<file path="src/rtl/alu_pkg.sv">
// Shared definitions for the ALU issue stage: op codes seen from ID and the
// mode encodings understood by the combinational ALU.
package alu_pkg;

  // Operation codes delivered by the decoder. Codes 5 and 11-15 are unused.
  typedef enum logic [3:0] {
    OP_ADD  = 4'd0,
    OP_SUB  = 4'd1,
    OP_SLT  = 4'd2,
    OP_SLTU = 4'd3,
    OP_OR   = 4'd4,
    OP_AND  = 4'd6,
    OP_XOR  = 4'd7,
    OP_SLL  = 4'd8,
    OP_SRL  = 4'd9,
    OP_SRA  = 4'd10
  } op_e;

  // Mode encodings of the combinational ALU.
  localparam logic [7:0] MODE_ADD  = 8'd0;
  localparam logic [7:0] MODE_SUB  = 8'd1;
  localparam logic [7:0] MODE_SLT  = 8'd2;
  localparam logic [7:0] MODE_SLTU = 8'd3;
  localparam logic [7:0] MODE_OR   = 8'd4;
  localparam logic [7:0] MODE_AND  = 8'd6;
  localparam logic [7:0] MODE_XOR  = 8'd7;
  localparam logic [7:0] MODE_SLL  = 8'd8;
  localparam logic [7:0] MODE_SR   = 8'd10;

endpackage

</file>
<file path="src/rtl/alu_operand_prep.sv">
// Combinational operand preparation: maps the op to an ALU mode, selects the
// operand sources and applies the RV64 fix-ups the ALU cannot do by itself
// (signed compare via sign-bit flip, arithmetic shift via invert/shift/invert,
// shift-amount masking, W-op operand extension) and flags illegal ops.
module alu_operand_prep
  import alu_pkg::*;
#(
  parameter int XLEN = 64
) (
  input  logic [3:0]      op_i,
  input  logic            word_i,
  input  logic            src1_pc_i,
  input  logic            src2_imm_i,
  input  logic [XLEN-1:0] rs1_i,
  input  logic [XLEN-1:0] rs2_i,
  input  logic [XLEN-1:0] imm_i,
  input  logic [XLEN-1:0] pc_i,
  output logic [7:0]      mode_o,
  output logic [XLEN-1:0] a_o,
  output logic [XLEN-1:0] b_o,
  output logic            inv_o,
  output logic            err_o
);

  logic [XLEN-1:0] a_sel;
  logic [XLEN-1:0] b_sel;
  logic [XLEN-1:0] a_sext_w;
  logic [XLEN-1:0] a_zext_w;
  logic [XLEN-1:0] shamt;
  logic [XLEN-1:0] a_sra;
  logic            illegal_op;
  logic            word_ok;

  // Source selection and the word-sized views of the operands.
  always_comb begin
    a_sel    = src1_pc_i  ? pc_i  : rs1_i;
    b_sel    = src2_imm_i ? imm_i : rs2_i;
    a_sext_w = {{(XLEN-32){a_sel[31]}}, a_sel[31:0]};
    a_zext_w = {{(XLEN-32){1'b0}}, a_sel[31:0]};
    // W shifts only honour five amount bits, full-width shifts six.
    shamt    = word_i ? {{(XLEN-5){1'b0}}, b_sel[4:0]}
                      : {{(XLEN-6){1'b0}}, b_sel[5:0]};
  end

  // Op decode: ALU mode, transformed operands, result-invert flag and legality.
  always_comb begin
    // NOTE: every variable gets a default before the case so no path leaves
    // one unassigned and infers a latch.
    mode_o     = MODE_ADD;
    a_o        = a_sel;
    b_o        = b_sel;
    inv_o      = 1'b0;
    illegal_op = 1'b0;
    word_ok    = 1'b0;
    a_sra      = word_i ? a_sext_w : a_sel;

    case (op_i)
      OP_ADD: begin
        mode_o  = MODE_ADD;
        word_ok = 1'b1;
      end
      OP_SUB: begin
        mode_o  = MODE_SUB;
        word_ok = 1'b1;
      end
      OP_SLT: begin
        // Flipping both sign bits turns a signed compare into an unsigned one.
        mode_o = MODE_SLTU;
        a_o    = {~a_sel[XLEN-1], a_sel[XLEN-2:0]};
        b_o    = {~b_sel[XLEN-1], b_sel[XLEN-2:0]};
      end
      OP_SLTU: mode_o = MODE_SLTU;
      OP_OR:   mode_o = MODE_OR;
      OP_AND:  mode_o = MODE_AND;
      OP_XOR:  mode_o = MODE_XOR;
      OP_SLL: begin
        mode_o  = MODE_SLL;
        b_o     = shamt;
        word_ok = 1'b1;
      end
      OP_SRL: begin
        mode_o  = MODE_SR;
        a_o     = word_i ? a_zext_w : a_sel;
        b_o     = shamt;
        word_ok = 1'b1;
      end
      OP_SRA: begin
        // A negative value is shifted as its complement (zeros shift in) and
        // the result is complemented back, giving an arithmetic shift.
        mode_o  = MODE_SR;
        b_o     = shamt;
        word_ok = 1'b1;
        if (a_sra[XLEN-1]) begin
          a_o   = ~a_sra;
          inv_o = 1'b1;
        end else begin
          a_o   = a_sra;
        end
      end
      default: illegal_op = 1'b1;
    endcase

    err_o = illegal_op || (word_i && !word_ok);
  end

endmodule

</file>
<file path="src/rtl/alu_issue_stage.sv">
// Two-stage execute front end. S1 registers the prepared ALU inputs and
// drives the external ALU; S2 captures the post-processed ALU result for WB.
// Both stages use valid/ready handshakes; flush empties the pipe.
module alu_issue_stage
  import alu_pkg::*;
#(
  parameter int XLEN = 64,
  parameter int TAGW = 5
) (
  input  logic            clk,
  input  logic            rst,
  input  logic            flush,
  input  logic            in_valid,
  output logic            in_ready,
  input  logic [3:0]      in_op,
  input  logic            in_word,
  input  logic            in_src1_pc,
  input  logic            in_src2_imm,
  input  logic [XLEN-1:0] in_rs1,
  input  logic [XLEN-1:0] in_rs2,
  input  logic [XLEN-1:0] in_imm,
  input  logic [XLEN-1:0] in_pc,
  input  logic [TAGW-1:0] in_rd,
  output logic [7:0]      alu_mode,
  output logic [XLEN-1:0] alu_a,
  output logic [XLEN-1:0] alu_b,
  input  logic [XLEN-1:0] alu_z,
  output logic            out_valid,
  input  logic            out_ready,
  output logic [XLEN-1:0] out_result,
  output logic [TAGW-1:0] out_rd,
  output logic            out_err
);

  // Prepared operands from the combinational decode.
  logic [7:0]      prep_mode;
  logic [XLEN-1:0] prep_a;
  logic [XLEN-1:0] prep_b;
  logic            prep_inv;
  logic            prep_err;

  // S1 state.
  logic            s1_valid_q, s1_valid_d;
  logic [7:0]      mode_q, mode_d;
  logic [XLEN-1:0] a_q, a_d;
  logic [XLEN-1:0] b_q, b_d;
  logic            inv_q, inv_d;
  logic            word_q, word_d;
  logic            err_q, err_d;
  logic [TAGW-1:0] rd_q, rd_d;

  // S2 state.
  logic            s2_valid_q, s2_valid_d;
  logic [XLEN-1:0] result_q, result_d;
  logic [TAGW-1:0] out_rd_q, out_rd_d;
  logic            out_err_q, out_err_d;

  // Handshake and datapath helpers.
  logic            s1_load;
  logic            s2_load;
  logic            s1_advance;
  logic [XLEN-1:0] post_result;

  alu_operand_prep #(
    .XLEN (XLEN)
  ) u_prep (
    .op_i       (in_op),
    .word_i     (in_word),
    .src1_pc_i  (in_src1_pc),
    .src2_imm_i (in_src2_imm),
    .rs1_i      (in_rs1),
    .rs2_i      (in_rs2),
    .imm_i      (in_imm),
    .pc_i       (in_pc),
    .mode_o     (prep_mode),
    .a_o        (prep_a),
    .b_o        (prep_b),
    .inv_o      (prep_inv),
    .err_o      (prep_err)
  );

  // Handshake: S2 fills when it is empty or draining; S1 refills behind it.
  // Flush blocks every load and drops in_ready for that cycle.
  always_comb begin
    s2_load    = s1_valid_q && (!s2_valid_q || out_ready) && !flush;
    s1_advance = s2_load;
    in_ready   = !flush && (!s1_valid_q || s1_advance);
    s1_load    = in_valid && in_ready;
  end

  // Result fix-up: undo the SRA complement, sign-extend W results, zero errors.
  always_comb begin
    post_result = alu_z;
    if (inv_q) begin
      post_result = ~post_result;
    end
    if (word_q) begin
      post_result = {{(XLEN-32){post_result[31]}}, post_result[31:0]};
    end
    if (err_q) begin
      post_result = '0;
    end
  end

  // Next-state for both stages; data registers hold unless their stage loads.
  always_comb begin
    s1_valid_d = s1_valid_q;
    mode_d     = mode_q;
    a_d        = a_q;
    b_d        = b_q;
    inv_d      = inv_q;
    word_d     = word_q;
    err_d      = err_q;
    rd_d       = rd_q;
    s2_valid_d = s2_valid_q;
    result_d   = result_q;
    out_rd_d   = out_rd_q;
    out_err_d  = out_err_q;

    if (flush) begin
      s1_valid_d = 1'b0;
    end else if (s1_load) begin
      s1_valid_d = 1'b1;
    end else if (s1_advance) begin
      s1_valid_d = 1'b0;
    end

    if (s1_load) begin
      mode_d = prep_mode;
      a_d    = prep_a;
      b_d    = prep_b;
      inv_d  = prep_inv;
      word_d = in_word;
      err_d  = prep_err;
      rd_d   = in_rd;
    end

    if (flush) begin
      s2_valid_d = 1'b0;
    end else if (s2_load) begin
      s2_valid_d = 1'b1;
    end else if (out_ready) begin
      s2_valid_d = 1'b0;
    end

    if (s2_load) begin
      result_d  = post_result;
      out_rd_d  = rd_q;
      out_err_d = err_q;
    end
  end

  // Pipeline registers with synchronous reset.
  always_ff @(posedge clk) begin
    // NOTE: the datapath registers are reset along with the valids because
    // they drive ports directly and must read 0 after rst.
    if (rst) begin
      s1_valid_q <= 1'b0;
      mode_q     <= '0;
      a_q        <= '0;
      b_q        <= '0;
      inv_q      <= 1'b0;
      word_q     <= 1'b0;
      err_q      <= 1'b0;
      rd_q       <= '0;
      s2_valid_q <= 1'b0;
      result_q   <= '0;
      out_rd_q   <= '0;
      out_err_q  <= 1'b0;
    end else begin
      // NOTE: non-blocking assignments so every register samples the
      // pre-edge values regardless of statement order.
      s1_valid_q <= s1_valid_d;
      mode_q     <= mode_d;
      a_q        <= a_d;
      b_q        <= b_d;
      inv_q      <= inv_d;
      word_q     <= word_d;
      err_q      <= err_d;
      rd_q       <= rd_d;
      s2_valid_q <= s2_valid_d;
      result_q   <= result_d;
      out_rd_q   <= out_rd_d;
      out_err_q  <= out_err_d;
    end
  end

  assign alu_mode   = mode_q;
  assign alu_a      = a_q;
  assign alu_b      = b_q;
  assign out_valid  = s2_valid_q;
  assign out_result = result_q;
  assign out_rd     = out_rd_q;
  assign out_err    = out_err_q;

endmodule

</file>
<file path="config.mk">
export PLATFORM = sky130hd
export DESIGN_NAME = alu_issue_stage
export DESIGN_NICKNAME = d
export VERILOG_FILES = /design/src/rtl/alu_pkg.sv /design/src/rtl/alu_operand_prep.sv /design/src/rtl/alu_issue_stage.sv
export SDC_FILE = /design/constraint.sdc
export NUM_CORES = 1
export LEC_CHECK = 0
export ABC_AREA = 1
export CELL_PAD_IN_SITES_DETAIL_PLACEMENT = 1
export CELL_PAD_IN_SITES_GLOBAL_PLACEMENT = 1
export CORE_AREA = 2 2 213 215
export DETAILED_ROUTE_END_ITERATION = 7
export DIE_AREA = 0 0 215 217
export PLACE_DENSITY = 0.84
export SYNTH_ARGS = -nofsm -noshare
export SYNTH_HDL_FRONTEND = slang
export SYNTH_SLANG_ARGS = --single-unit
</file>
<file path="constraint.sdc">
create_clock -name clk -period 4.5 [get_ports clk]
set_clock_uncertainty 0.1 [all_clocks]
set_input_delay 0.675 -clock clk [delete_from_list [all_inputs] [get_ports clk]]
set_output_delay 0.675 -clock clk [all_outputs]
set_load 0.02 [all_outputs]
</file>
Yosys cells after proc, flatten, opt, wreduce, memory -nomap -nowiden --
Index checks and enable logic that the tools add are counted.
Storage, ports and cells: bits in registers 216, input bits 337, output and inout bits 208, logic and storage cells 66
Operators by class: equality and inequality tests 9, mux-type cells 20, bitwise gates (word level) 4, reductions and logical operators 21
Operators by type and width (count):
- 2-to-1 mux 64 bit | 8
- case mux 64 bit (3 select lines) | 1
- NOT 64 bit | 2
- case mux 64 bit (2 select lines) | 1
- case mux 4 bit (7 select lines) | 1
- == test 4 x 3 -> 1 bit, second input constant | 3
- == test 4 bit, second input constant | 3
- OR reduction 10 bit | 1
- == test 4 x 2 -> 1 bit, second input constant | 2
- 2-to-1 mux 1 bit | 8
- 2-to-1 mux 6 bit | 1
- OR reduction 2 bit | 3
- logical AND 1 bit | 5
- OR reduction 5 bit | 1
- == test 4 x 1 -> 1 bit, second input constant | 1
- zero test 1 bit | 4
- zero test 4 bit | 1
- nonzero test 2 bit | 2
- logical OR 1 bit | 3
- OR reduction 3 bit | 1
- NOT 1 bit | 2

Longest topological paths before layout --
Gate-level depths: netlist (run 1).
depth after elaboration 8, gate-level depth with buffers 11, depth with buffers taken out 9

Cells and area by module --
From an unflattened synthesis (run 1), not the netlist that was laid out.
Second synthesis, totals: cell total of the unflattened synthesis 2292, area total of the unflattened synthesis 13872.1 um2
Modules (own cells, without submodules):
- alu_issue_stage | instances 1, cells each 1388, area each 9286.4 um2, sequential area each 4324.1 um2
- alu_operand_prep | instances 1, cells each 904, area each 4585.6 um2, sequential area each 0.0 um2

Worst setup path before layout (run 1) --
No wires, ideal clock.
path kind input port to flip-flop, start in in_op[3], end reg a_q[35], in the netlist alu_a[35], setup time 109 ps, arrival time 1612 ps, required time 4291 ps, path slack 2679 ps, stages 9, buffers on the path 2, cell sequence buf_2 -> nand2_1 -> a21oi_1 -> buf_2 -> nor2_1 -> nor2_1 -> nand3_1 -> nand2_1 -> inv_1
On the way: cells in the longest elaborated chain, start to end 2, elaborated cells between the ends (all ways) 4, those cells by class eq/ne: 3; mux: 1
Ends and longest elaborated chain:
- start: declaration | line alu_issue_stage.sv:15 | input logic [3:0] in_op,
- == test 4 bit / == test 4 x 2 -> 1 bit (equally long branches) | line alu_operand_prep.sv:57 | case (op_i)
- case mux 64 bit (3 select lines) * | line alu_operand_prep.sv:57
- end signal: assignment | line alu_issue_stage.sv:160 | a_q <= '0;
- end signal: assignment | line alu_issue_stage.sv:175 | a_q <= a_d;
- end: declaration | line alu_issue_stage.sv:45 | logic [XLEN-1:0] a_q, a_d;
Every way passes the cells marked *; elsewhere a longest branch is shown, timed or not. A chain may end at the register's enable or synchronous reset.

Worst setup path after layout (run 1) --
start in out_ready, end out in_ready
On the way: cells in the longest elaborated chain, start to end 5
Ends and longest elaborated chain:
- start: declaration | line alu_issue_stage.sv:29 | input logic out_ready,
- logical OR 1 bit | line alu_issue_stage.sv:85 | s2_load = s1_valid_q && (!s2_valid_q || out_ready) && !flush;
- logical AND 1 bit (2 in series) | line alu_issue_stage.sv:85
- logical OR 1 bit | line alu_issue_stage.sv:87 | in_ready = !flush && (!s1_valid_q || s1_advance);
- logical AND 1 bit | line alu_issue_stage.sv:87
- end: declaration | line alu_issue_stage.sv:14 | output logic in_ready,
No other way between the ends.

==> metrics.cfg, run 1 <==
[synthesis]
yosysSeqAreaShare=0.351
synth.distinct_cells=33
synth_top_area_cell=dfxtp_1
synthTopCellsByArea=dfxtp_1 (35%), nor2_1 (9.8%), nand2_1 (9.4%)
async_reset_ff_frac=0
synth_top_area_frac=0.351
synth-edff-count=0
postSynthCellCount=1854
synth_ff_type=dfxtp_1
synth_most_common_cell=nor2_1
ys_ff_latch=212
avgSynthCellArea_um2=6.53
synth_common_cells=nor2_1 (316), nand2_1 (303), dfxtp_1 (212)
ys_warn_count=0
synth_area_mm2=0.0121

[clocking]
cts_tree=done
cts.sinks=212
numCtsBuffers=26
htreeDepth=1
clk_latency_ps=540
cts_resized=0
clockBufferDepth=3
cts_setup_buffers=0
cts-hold-fix-buffers=0
clk_pin_slew_ps=60
root_buffer=clkbuf_16

[floorplan]
die_h_um=217
die_w_um=215
die-area_mm2=0.0467
placementRows=78
start_util=0.271
core_area_mm2=0.0447
io_pins=545

[grt]
first_global_vias=15200
grt_pass1_wl_mm=86.8
grt_overflow=0
grt_start_max_net_pins=84
grtUsageTotal=0.235
antenna_found_initial=18

[critical_path]
slowest_stage=clkdlybuf4s50_1
crit_path_end_kind=output pin
r2r_slack_ps=1920
start_kind=primary input
cp_max_fo=2
path_cells=clkdlybuf4s50_1 > nor2_2 > a21oi_4 > clkdlybuf4s50_1
crit_top_cell=clkdlybuf4s50_1
arrival_ps=2190
critical_path.max_stage_delay_ps=690
worst_ep_required_time_ps=3720
criticalPathCategory=primary input to output pin

[routing]
dr.pass1.iters=5
vias=14500
drt_iter0_drc=773
wirelength_mm=57.8
ant_nets=0
via_per_inst=4.98
wl_per_cell_um=19.8
route.detailed.drc=0

[finish]
nets=2631
area_growth_pct=54.1
final_util=0.417
n_fill_cell=5610
multiInputGateArea_mm2=0.00653
drive_gt1_frac=0.0615
regArea_mm2=0.00425

[sta]
setup_viol=0
hold_violations=0
worstMarginPinSlew_ps=1160
rsz0062_at_grt=no
post-route-min-period_ps=2960
maxSlewHeadroom=0.222
final.setup.tns_ps=0
drv_slew=0
max_freq_ghz=0.338
fin_crit_sh=0.658

[power_and_ir_drop]
p_int_uw=3820
leakage_uw=0.00788
max-vdd-ir-drop_mv=0.248
p_clk_frac=0.379
switching_share=0.298
power_density_mw_per_mm2=292
pwr-share-comb=0.248
pwr-share-seq=0.373
p_switching_uw=1620

[placed_design]
hpwl_mm=41.5
place.gp.congestion=0.878
io_buffers=540

[min_path]
hold_class=register to register

[status]
status=completed

[flow_run]
drv_cap=0

[final cells by class]
cell class / instances / share of cell area
Antenna cell: 11 / 0.00148
Clock buffer: 37 / 0.0409
Clock inverter: 5 / 0.00329
Inverter: 184 / 0.0373
Multi-Input combinational cell: 1308 / 0.350
Sequential cell: 212 / 0.228
Tap cell: 600 / 0.0403
Timing Repair Buffer: 562 / 0.299
[layer usage]
metal / global-route usage / routed length [um] / share of wire / vias up
li1: - / - / - / 6907
met1: 0.270 / 23100 / 0.40 / 6926
met2: 0.399 / 27400 / 0.47 / 522
met3: 0.0629 / 4200 / 0.073 / 157
met4: 0.123 / 3030 / 0.052 / 12
met5: 0 / 69 / 0.0012 / -
[critical path: cells and delay by family]
kind / cells / cell delay [ps]
AO/OA/AOI/OAI: 1 / 180
buffers and inverters: 2 / 1230
AND/OR/NAND/NOR: 1 / 90
[registers in the layout, indices dropped and copies added, names as in the netlist]
register and count:
inv_q 1, out_rd 5, alu_b 64, out_valid 1, err_q 1, s1_valid_q 1
alu_a 64, word_q 1, rd_q 5, alu_mode 4, out_result 64, out_err 1
[kinds of logic after synthesis]
logic type | Yosys count | share of synthesized area
buffers and inverters | 337 | 0.113
AO/OA/AOI/OAI | 352 | 0.155
flip-flops | 212 | 0.351
AND/OR/NAND/NOR | 857 | 0.299
other | 1 | 0.000310
multiplexers | 62 | 0.0572
XOR/XNOR | 33 | 0.0239
[power groups by stage]
| stage | combinational (uW) | sequential [uW] | clock [uW] |
|---|---|---|---|
| after global placement | 1300 | 2070 | 0 |
| final | 1350 | 2030 | 2060 |
| after global routing | 1460 | 2040 | 2190 |
| after detailed placement | 1340 | 2070 | 0 |
| after floorplan | 558 | 2160 | 0 |
| after CTS | 1350 | 2030 | 2120 |
[stage by stage]
step	worst slack [ps]	hold slack, ps	cell area [um2]	total power (uW)	instances
2_1_floorplan	2680	350	12100	2720	1857
3_3_place_gp	1090	351	17800	3360	2866
3_5_place_dp	1010	355	17800	3410	2866
4_1_cts	1520	364	18600	5500	2908
5_1_grt	1360	388	18600	5700	2917
6_report	1540	362	18600	5440	2919
[final timing paths]
kind / startpoint / end / depth (start not counted)
max: out_ready / in_ready / 4
min reg2reg: out_result[45]$_SDFFE_PP0P_ / out_result[45]$_SDFFE_PP0P_ / 2
max reg2reg: out_valid$_SDFFE_PP0P_ / alu_b[1]$_SDFFE_PP0P_ / 8
min: out_result[45]$_SDFFE_PP0P_ / out_result[45]$_SDFFE_PP0P_ / 2
[cells in the final DEF (no fill, tap or decap), drive strengths merged, types with 2 or more instances in the layout]
| cell type | instances |
|---|---|
| conb | 4 |
| nand4 | 63 |
| inv | 183 |
| a22oi | 31 |
| mux2 | 57 |
| buf | 25 |
| mux2i | 5 |
| nor2 | 318 |
| o21ai | 174 |
| dfxtp | 212 |
| nor3 | 2 |
| o21a | 9 |
| xnor2 | 2 |
| a21oi | 136 |
| nand3 | 165 |
| nand2 | 307 |
| clkbuf | 37 |
| diode | 11 |
| clkinv | 5 |
| clkdlybuf4s50 | 537 |
| xor2 | 31 |
(Power assumes the default switching activity.)
==> run 2: changes to the inputs <==
Settings changed: CORE_AREA 2 2 213 215 to not set, CORE_MARGIN set to 2, CORE_UTILIZATION set to 26, DIE_AREA 0 0 215 217 to not set.
Clock period 4.5 ns to 2.5 ns, I/O delays scaled along.
==> run 2 against run 1 <==
Against the previous run:
- die area up 3.5%
- clock power increased by 100%
- sequential cell count did not move
- via count is 0.94% higher
- first-iteration DRC count grew 9.1%
- non-clock buffer count increased by 29
- count of clock-buffer cells in the layout unchanged
==> metrics.cfg, run 2 (same netlist as run 1, synthesis figures left out) <==
[sta]
maxSlewHeadroom=0.455  ; was 0.222
drv_slew=0  ; unchanged
post-route-min-period_ps=2350
final.setup.tns_ps=0  ; unchanged
fin_crit_sh=0.939
hold_violations=0  ; unchanged
hold-worst-slack_ps=247  ; was 362 ps
setup_viol=0  ; unchanged
worstMarginPinSlew_ps=817  ; was 1160 ps
max_freq_ghz=0.426
rsz0062_at_grt=no  ; unchanged

[finish]
nets=2661  ; was 2631
final_area_mm2=0.0191  ; was 0.0186 mm2
fin_cells=2961  ; was 2919
multiInputGateArea_mm2=0.00653  ; unchanged
drive_gt1_frac=0.0768  ; was 0.0615
final_cell_mix=clkdlybuf4s50_1 (537), nor2_1 (314), nand2_1 (303)  ; unchanged
area_growth_pct=58.2  ; was 54.1%
regArea_mm2=0.00425  ; unchanged
n_fill_cell=5777  ; was 5610
final_common_cell=clkdlybuf4s50_1  ; unchanged

[grt]
grt_start_max_net_pins=125  ; was 84
grt_pass1_wl_mm=86.2  ; was 86.8 mm
antenna_found_initial=10  ; was 18
first_global_vias=15200  ; about the same
grt_overflow=0  ; unchanged
grtUsageTotal=0.226  ; was 0.235

[clocking]
htreeDepth=1  ; unchanged
clk_pin_slew_ps=60  ; about the same
cts.sinks=212  ; unchanged
cts_resized=0  ; unchanged
clockBufferDepth=3  ; unchanged
numCtsBuffers=27  ; was 26
cts-hold-fix-buffers=0  ; unchanged
cts_tree=done  ; unchanged
root_buffer=clkbuf_16  ; unchanged
cts_setup_buffers=0  ; unchanged
clk_latency_ps=560  ; was 540 ps

[power_and_ir_drop]
p_clk_frac=0.403  ; was 0.379
power_density_mw_per_mm2=537  ; was 292 mW/mm2
p_int_uw=7230  ; was 3820 uW
max-vdd-ir-drop_mv=0.468  ; was 0.248 mV
leakage_uw=0.00812  ; was 0.00788 uW
p_switching_uw=3040  ; was 1620 uW
power_uw=10300  ; was 5440 uW
switching_share=0.296  ; was 0.298
pwr-share-comb=0.241  ; was 0.248
pwr-share-seq=0.356  ; was 0.373

[critical_path]
worst_ep_required_time_ps=2030  ; was 3720 ps
slowest_stage=clkdlybuf4s50_1  ; unchanged
criticalPathCategory=register to output pin  ; was primary input to output pin
cp_max_fo=2  ; unchanged
crit_path_end_kind=output pin  ; unchanged
critical-path-top-delay-family=buffers and inverters  ; unchanged
critical_path.max_stage_delay_ps=630  ; was 690 ps
path_cells=inv_1 > nor2_2 > a21oi_4 > clkdlybuf4s50_1  ; was clkdlybuf4s50_1 > nor2_2 > a21oi_4 > clkdlybuf4s50_1
start_kind=register  ; was primary input
crit_buf_inv=2  ; unchanged
arrival_ps=1870  ; was 2190 ps
ff2ff_path_depth=6  ; was 8
worst-path-stages=4  ; unchanged

[floorplan]
die_w_um=220  ; was 215 um
die-area_mm2=0.0483  ; was 0.0467 mm2
placementRows=79  ; was 78
start_util=0.262  ; was 0.271
io_pins=545  ; unchanged
die_h_um=220  ; was 217 um
core_area_mm2=0.0463  ; was 0.0447 mm2

[status]
status=completed  ; unchanged

[routing]
ant_nets=0  ; unchanged
via_per_inst=4.95  ; was 4.98
drt_iter0_drc=843  ; was 773
wirelength_mm=57.5  ; was 57.8 mm
dr.pass1.iters=5  ; unchanged
route.detailed.drc=0  ; unchanged
wl_per_cell_um=19.4  ; was 19.8 um
vias=14700  ; was 14.5k

[placed_design]
postPlaceCellArea_mm2=0.0182  ; was 0.0178 mm2
dp.cells=2902  ; was 2866
place.gp.congestion=0.914  ; was 0.878
hpwl_mm=42.5  ; was 41.5 mm
io_buffers=540  ; unchanged

[min_path]
worst_hold_path.num_cells=4  ; was 2
hold_class=primary input to register  ; was register to register

[flow_run]
drv_cap=0  ; unchanged

[run 2: worst min-delay path, stage by stage]
cell and delay (ps):
buf_4 120, inv_2 180, o21ai_0 140, nor2_1 40
[run 2: through the flow]
step	utilization	setup slack, ps
2_1_floorplan	-	846
3_5_place_dp	0.393	138
5_1_grt	0.414	80.4
6_report	0.414	152
4_1_cts	0.413	135
3_3_place_gp	0.393	201
[run 2: power by group through the flow]
stage	clock network, uW	registers [uW]	logic, uW
2_1_floorplan	0	3890	1000
3_3_place_gp	0	3720	2390
3_5_place_dp	0	3730	2480
4_1_cts	4250	3660	2500
5_1_grt	4380	3670	2700
6_report	4140	3660	2480
[run 2: layer usage]
layer	track usage	share of wire	up-vias
li1	-	-	6976
met1	0.256	0.40	7049
met2	0.403	0.49	503
met3	0.0551	0.070	128
met4	0.0989	0.042	4
met5	0	0.00047	-
[run 2: final timing paths]
check                                       startpoint                          end  slack [ps]
worst max-delay path            out_valid$_SDFFE_PP0P_                     in_ready         150
worst min-delay path                               rst       out_rd[1]$_SDFFE_PP0P_         250
worst max register to register      inv_q$_SDFFE_PP0P_  out_result[58]$_SDFFE_PP0P_         520
worst min register to register  alu_b[17]$_SDFFE_PP0P_       alu_b[17]$_SDFFE_PP0P_         370
[run 2: cell type report]
type / instances / area share
diodes: 9 / 0.00118
clock inverters: 13 / 0.00811
repair buffers: 591 / 0.311
multi-input cells: 1308 / 0.341
well taps: 607 / 0.0397
inverters: 184 / 0.0363
clock buffers: 37 / 0.0409
flip-flops and latches: 212 / 0.222
